`src/rtl/hazard_controller.sv`:
```
// Pipeline hazard controller: load-use stall, taken-branch flush and
// multi-cycle (mul/div) wait with timeout detection.
// Optional build macro: HAZARD_PERF_CNT_EN adds saturating 16-bit
// stall/flush performance counters (StallCnt_o, FlushCnt_o).
module hazard_controller #(
  parameter int unsigned MC_TIMEOUT = 64
) (
  input  logic       clk_i,
  input  logic       rst_n_i,
  input  logic [4:0] ID_RS1_i,
  input  logic [4:0] ID_RS2_i,
  input  logic       ID_UsesRS2_i,
  input  logic       EX_MemRead_i,
  input  logic [4:0] EX_RD_i,
  input  logic       Branch_Taken_i,
  input  logic       MC_Start_i,
  input  logic       MC_Done_i,
  output logic       PC_Write_o,
  output logic       IFID_Write_o,
  output logic       IDEX_Write_o,
  output logic       IDEX_Bubble_o,
  output logic       EXMEM_Bubble_o,
  output logic       IFID_Flush_o,
  output logic       MC_Err_o,
  output logic       State_o
`ifdef HAZARD_PERF_CNT_EN
  ,
  output logic [15:0] StallCnt_o,
  output logic [15:0] FlushCnt_o
`endif
);

  typedef enum logic {
    RUN     = 1'b0,
    MC_WAIT = 1'b1
  } state_t;

  localparam logic [7:0] LAST_WAIT = 8'(MC_TIMEOUT - 1);

  state_t     state, state_next;
  logic [7:0] wait_cnt, wait_cnt_next;
  logic       err, err_next;
  logic       load_use;

  assign load_use = EX_MemRead_i && (EX_RD_i != 5'd0) &&
                    ((EX_RD_i == ID_RS1_i) || (ID_UsesRS2_i && (EX_RD_i == ID_RS2_i)));

  // State, wait counter and sticky error register
  always_ff @(posedge clk_i or negedge rst_n_i) begin
    if (!rst_n_i) begin
      state    <= RUN;
      wait_cnt <= '0;
      err      <= 1'b0;
    end else begin
      state    <= state_next;
      wait_cnt <= wait_cnt_next;
      err      <= err_next;
    end
  end

  // Next-state logic and pipeline control outputs
  always_comb begin
    state_next     = state;
    wait_cnt_next  = wait_cnt;
    err_next       = err;
    PC_Write_o     = 1'b1;
    IFID_Write_o   = 1'b1;
    IDEX_Write_o   = 1'b1;
    IDEX_Bubble_o  = 1'b0;
    EXMEM_Bubble_o = 1'b0;
    IFID_Flush_o   = 1'b0;
    case (state)
      RUN: begin
        // A multi-cycle op and a load cannot share EX, so the order of
        // these two checks never matters in practice.
        if (MC_Start_i && !MC_Done_i) begin
          PC_Write_o     = 1'b0;
          IFID_Write_o   = 1'b0;
          IDEX_Write_o   = 1'b0;
          EXMEM_Bubble_o = 1'b1;
          state_next     = MC_WAIT;
          wait_cnt_next  = '0;
        end else if (load_use) begin
          PC_Write_o    = 1'b0;
          IFID_Write_o  = 1'b0;
          IDEX_Bubble_o = 1'b1;
        end else if (Branch_Taken_i) begin
          IFID_Flush_o = 1'b1;
        end
      end
      MC_WAIT: begin
        if (MC_Done_i) begin
          state_next = RUN;
        end else begin
          PC_Write_o     = 1'b0;
          IFID_Write_o   = 1'b0;
          IDEX_Write_o   = 1'b0;
          EXMEM_Bubble_o = 1'b1;
          if (wait_cnt == LAST_WAIT) begin
            err_next   = 1'b1;
            state_next = RUN;
          end else begin
            wait_cnt_next = wait_cnt + 8'd1;
          end
        end
      end
      default: state_next = RUN;
    endcase
  end

  assign MC_Err_o = err;
  assign State_o  = (state == MC_WAIT);

`ifdef HAZARD_PERF_CNT_EN
  logic [15:0] stall_cnt, flush_cnt;

  // Saturating counts of stalled and flushed cycles
  always_ff @(posedge clk_i or negedge rst_n_i) begin
    if (!rst_n_i) begin
      stall_cnt <= '0;
      flush_cnt <= '0;
    end else begin
      if (!PC_Write_o && (stall_cnt != '1)) stall_cnt <= stall_cnt + 16'd1;
      if (IFID_Flush_o && (flush_cnt != '1)) flush_cnt <= flush_cnt + 16'd1;
    end
  end

  assign StallCnt_o = stall_cnt;
  assign FlushCnt_o = flush_cnt;
`endif

endmodule

```
`config.mk`:
```
export PLATFORM = sky130hd
export DESIGN_NAME = hazard_controller
export DESIGN_NICKNAME = d
export VERILOG_FILES = /design/src/rtl/hazard_controller.sv
export SDC_FILE = /design/constraint.sdc
export NUM_CORES = 1
export LEC_CHECK = 0
export ABC_AREA = 1
export CAP_MARGIN = 25
export CORE_MARGIN = 5
export CORE_UTILIZATION = 32
export CTS_BUF_LIST = sky130_fd_sc_hd__clkbuf_8
export DETAILED_ROUTE_END_ITERATION = 10
export SYNTH_ARGS = -nofsm -noshare
export SYNTH_HDL_FRONTEND = slang
export SYNTH_SLANG_ARGS = --single-unit
```
`constraint.sdc`:
```
create_clock -name clk_i -period 1.6 [get_ports clk_i]
set_clock_uncertainty 0.1 [all_clocks]
set_input_delay 0.16 -clock clk_i [delete_from_list [all_inputs] [get_ports clk_i]]
set_output_delay 0.16 -clock clk_i [all_outputs]
set_load 0.1 [all_outputs]
```
==> flow_summary.ini <==
[yosys]
synthCells = 132
avgSynthCellArea_um2 = 6.58
synth_edf_count = 0
synth.yosys.seq_area_share = 0.288
yosysWarnings = 0
synth_cell_types = 24
synth_seq_cells = 10
synthTopCellsByArea = dfrtp_1 (29%), nand2_1 (22%), inv_1 (9.9%)
netlist.area_leader.share = 0.288
syn_nets = 155
synth_ff_type = dfrtp_1
yosys.area.top_type = dfrtp_1
syn_area_um2 = 868
synth-async-reset-ratio = 1.00

[floorplanning]
die-width_um = 62.1
io_pins = 30
design.core.area_mm2 = 0.00254
start_util = 0.341
std_cell_rows = 18
die-area_mm2 = 0.00386
die_h_um = 62.1

[drt]
wl_per_cell_um = 9.86
drtIter0Drc = 17
routed_wl_um = 1980
drc_errors = 0
ant_nets = 0
dr.pass1.iters = 4
dr_total_vias = 865
routed_via_density = 4.30

[power]
power.leakage_uw = 0.000754
ir_drop_v = 0.000889
clkPwrFrac = 0.170
p_int_uw = 843
seqPwrFrac = 0.212
comb_power_share = 0.618
cellPowerDensity_mw_per_mm2 = 1090
switchingPower_uw = 707
sw_frac_of_total = 0.456

[setup_path]
r2r-end = wait_cnt[4]$_DFFE_PN0P_
r2r_start = State_o$_DFF_PN0_
worst_ep_arrival_time_ns = 1.33
path_delay_family = flip-flops
reg2reg_depth = 8
crit_type = flop to output pin
start_kind = flop
crit_chain = a21oi_4 -> buf_6 -> a21oi_4 -> inv_2 -> buf_12
crit_path_frequent_cell = a21oi_4
cp_max_fo = 3
regToRegSetupSlack_ns = 0.07
crit_buf_inv = 3
cpMaxStageDelayCell = dfrtp_4
worstSetupEndpointType = output pin
cp.required_ns = 1.34
max_stage_delay_ns = 0.50

[grt]
grt_use_total = 0.124
grt_antenna_before_repair = 0
grt_pass1_wl_um = 3690
first_global_vias = 886
grt_overflow = 0
grt_max_degree = 16

[placed_design]
place_congestion = 0.795
placed_cells = 195
port_buffers = 29
dpl.hpwl_um = 1660

[cts]
cts_buffers = 3
cts-root-buf = clkbuf_8
clockBufferDepth = 2
clk_pin_slew_worst_paths_ns = 0.05
cts_tree = built
htreeDepth = 1
cts_sinks = 10
worstSkewPairLatency_ns = 0.24

[sta]
clock.fmax_ghz = 0.630
rsz0062_at_grt = yes
hold_slack_ns = 0.132
post-route-min-period_ns = 1.59
slew_headroom = 0.704
final.period_utilization = 0.993
hold_viol = 0
finalSetupViolCount = 0
slew_viol_final = 0
tightest_slew_ns = 0.443

[run_status]
status = completed

[final_layout]
multi_input_area_um2 = 576
final_nets = 195
antenna_cells = 0
nFillCells = 253
synthToLayoutAreaGrowth_pct = 64.6
drive_gt1_frac = 0.327
ff_latch_area_um2 = 254
final_cells = 201

[flow_run]
maxCapViolations = 0

[worst_hold_path]
hp-class = input pin to async pin
-- synthesized netlist by cell type (2+ instances only) --
cell type and n:
nand2_1 50, inv_1 23, nor2_1 13, dfrtp_1 10, nand3_1 8, o21ai_0 4
o21ai_2 4, a21oi_1 2, nand2_4 2, xnor2_1 2
-- layout make-up --
type / instances / share of cell area
Inverter: 24 / 0.0630
Multi-Input combinational cell: 95 / 0.403
Clock buffer: 3 / 0.0289
Tap cell: 30 / 0.0263
Timing Repair Buffer: 38 / 0.299
Clock inverter: 1 / 0.00263
Sequential cell: 10 / 0.178
-- timing repair --
action,4_1_cts,5_1_grt
gates resized for setup,23,17
buffers inserted,2,0
endpoints found under the setup margin,5,8
cloned,0,0
hold buffers,0,0
pin swaps,12,8
-- through the flow --
step / util / worst slack [ns] / power (uW) / setup TNS [ns] / area, um^2
2_1_floorplan: - / -0.735 / 949 / -5.14 / 937
3_3_place_gp: 0.530 / -0.291 / 1230 / -1.23 / 1350
3_5_place_dp: 0.530 / -0.280 / 1240 / -1.39 / 1350
4_1_cts: 0.558 / 0.00472 / 1550 / 0 / 1420
5_1_grt: 0.561 / -0.0343 / 1640 / -0.0659 / 1430
6_report: 0.561 / 0.0115 / 1550 / 0 / 1430
-- power groups by stage --
stage	registers [uW]	clock network, uW	logic (uW)
after global routing	335	288	1020
after CTS	330	273	948
after detailed placement	334	0	905
after global placement	333	0	898
final	329	264	958
after floorplan	393	0	556
-- flip-flops by register name, indices dropped and copies added, names as in the netlist --
signal,count
wait_cnt,8
State_o,1
MC_Err_o,1
-- per-layer routing --
layer | GRT usage | up-vias | part of all wire
li1 | - | 479 | -
met1 | 0.157 | 367 | 0.43
met2 | 0.222 | 19 | 0.53
met3 | 0.0269 | 0 | 0.046
met4 | 0.00909 | 0 | 0
met5 | 0 | - | 0
-- cell usage in the layout, fill, tap and decap left out, types with 2 or more instances in the layout --
master           count
dfrtp_1              9
o21ai_2              4
nand2_4              2
xnor2_1              2
clkbuf_2             3
a21oi_4              2
inv_2                7
buf_12               9
clkbuf_8             3
inv_1               18
o21ai_1              2
nor2_2               3
nand2_1             42
nand2_8              2
dlygate4sd2_1       10
clkdlybuf4s15_1      3
o21ai_0              2
clkdlybuf4s50_1      5
nor2_4               2
nor2_1               8
nand2_2              7
nand3_1              8
buf_4                7
-- worst register-to-register path, delay by kind of cell (launching register included) --
kind                   cells  cell delay, ns
DFF                        1            0.50
buffers and inverters      3            0.35
and+or+nand+nor            3            0.25
AOI/OAI and AO/OA          2            0.23
-- worst max-delay path by stage --
stage	startpoint	end	slack, ns	cells after the start
3_3_place_gp	EX_RD_i[4]	IFID_Write_o	-0.29	11
5_1_grt	State_o$_DFF_PN0_	IDEX_Write_o	-0.03	5
3_5_place_dp	EX_RD_i[4]	PC_Write_o	-0.28	11
4_1_cts	State_o$_DFF_PN0_	IDEX_Write_o	0.005	5
2_1_floorplan	State_o$_DFF_PN0_	IDEX_Write_o	-0.74	3
6_report	State_o$_DFF_PN0_	IDEX_Write_o	0.01	5
-- kinds of logic after synthesis --
group,synth area share
simple gates,0.422
xor+xnor,0.0303
fa+ha+maj,0.0144
flops,0.288
buf+inv,0.151
compound gates,0.0937
(Power assumes the default switching activity.)
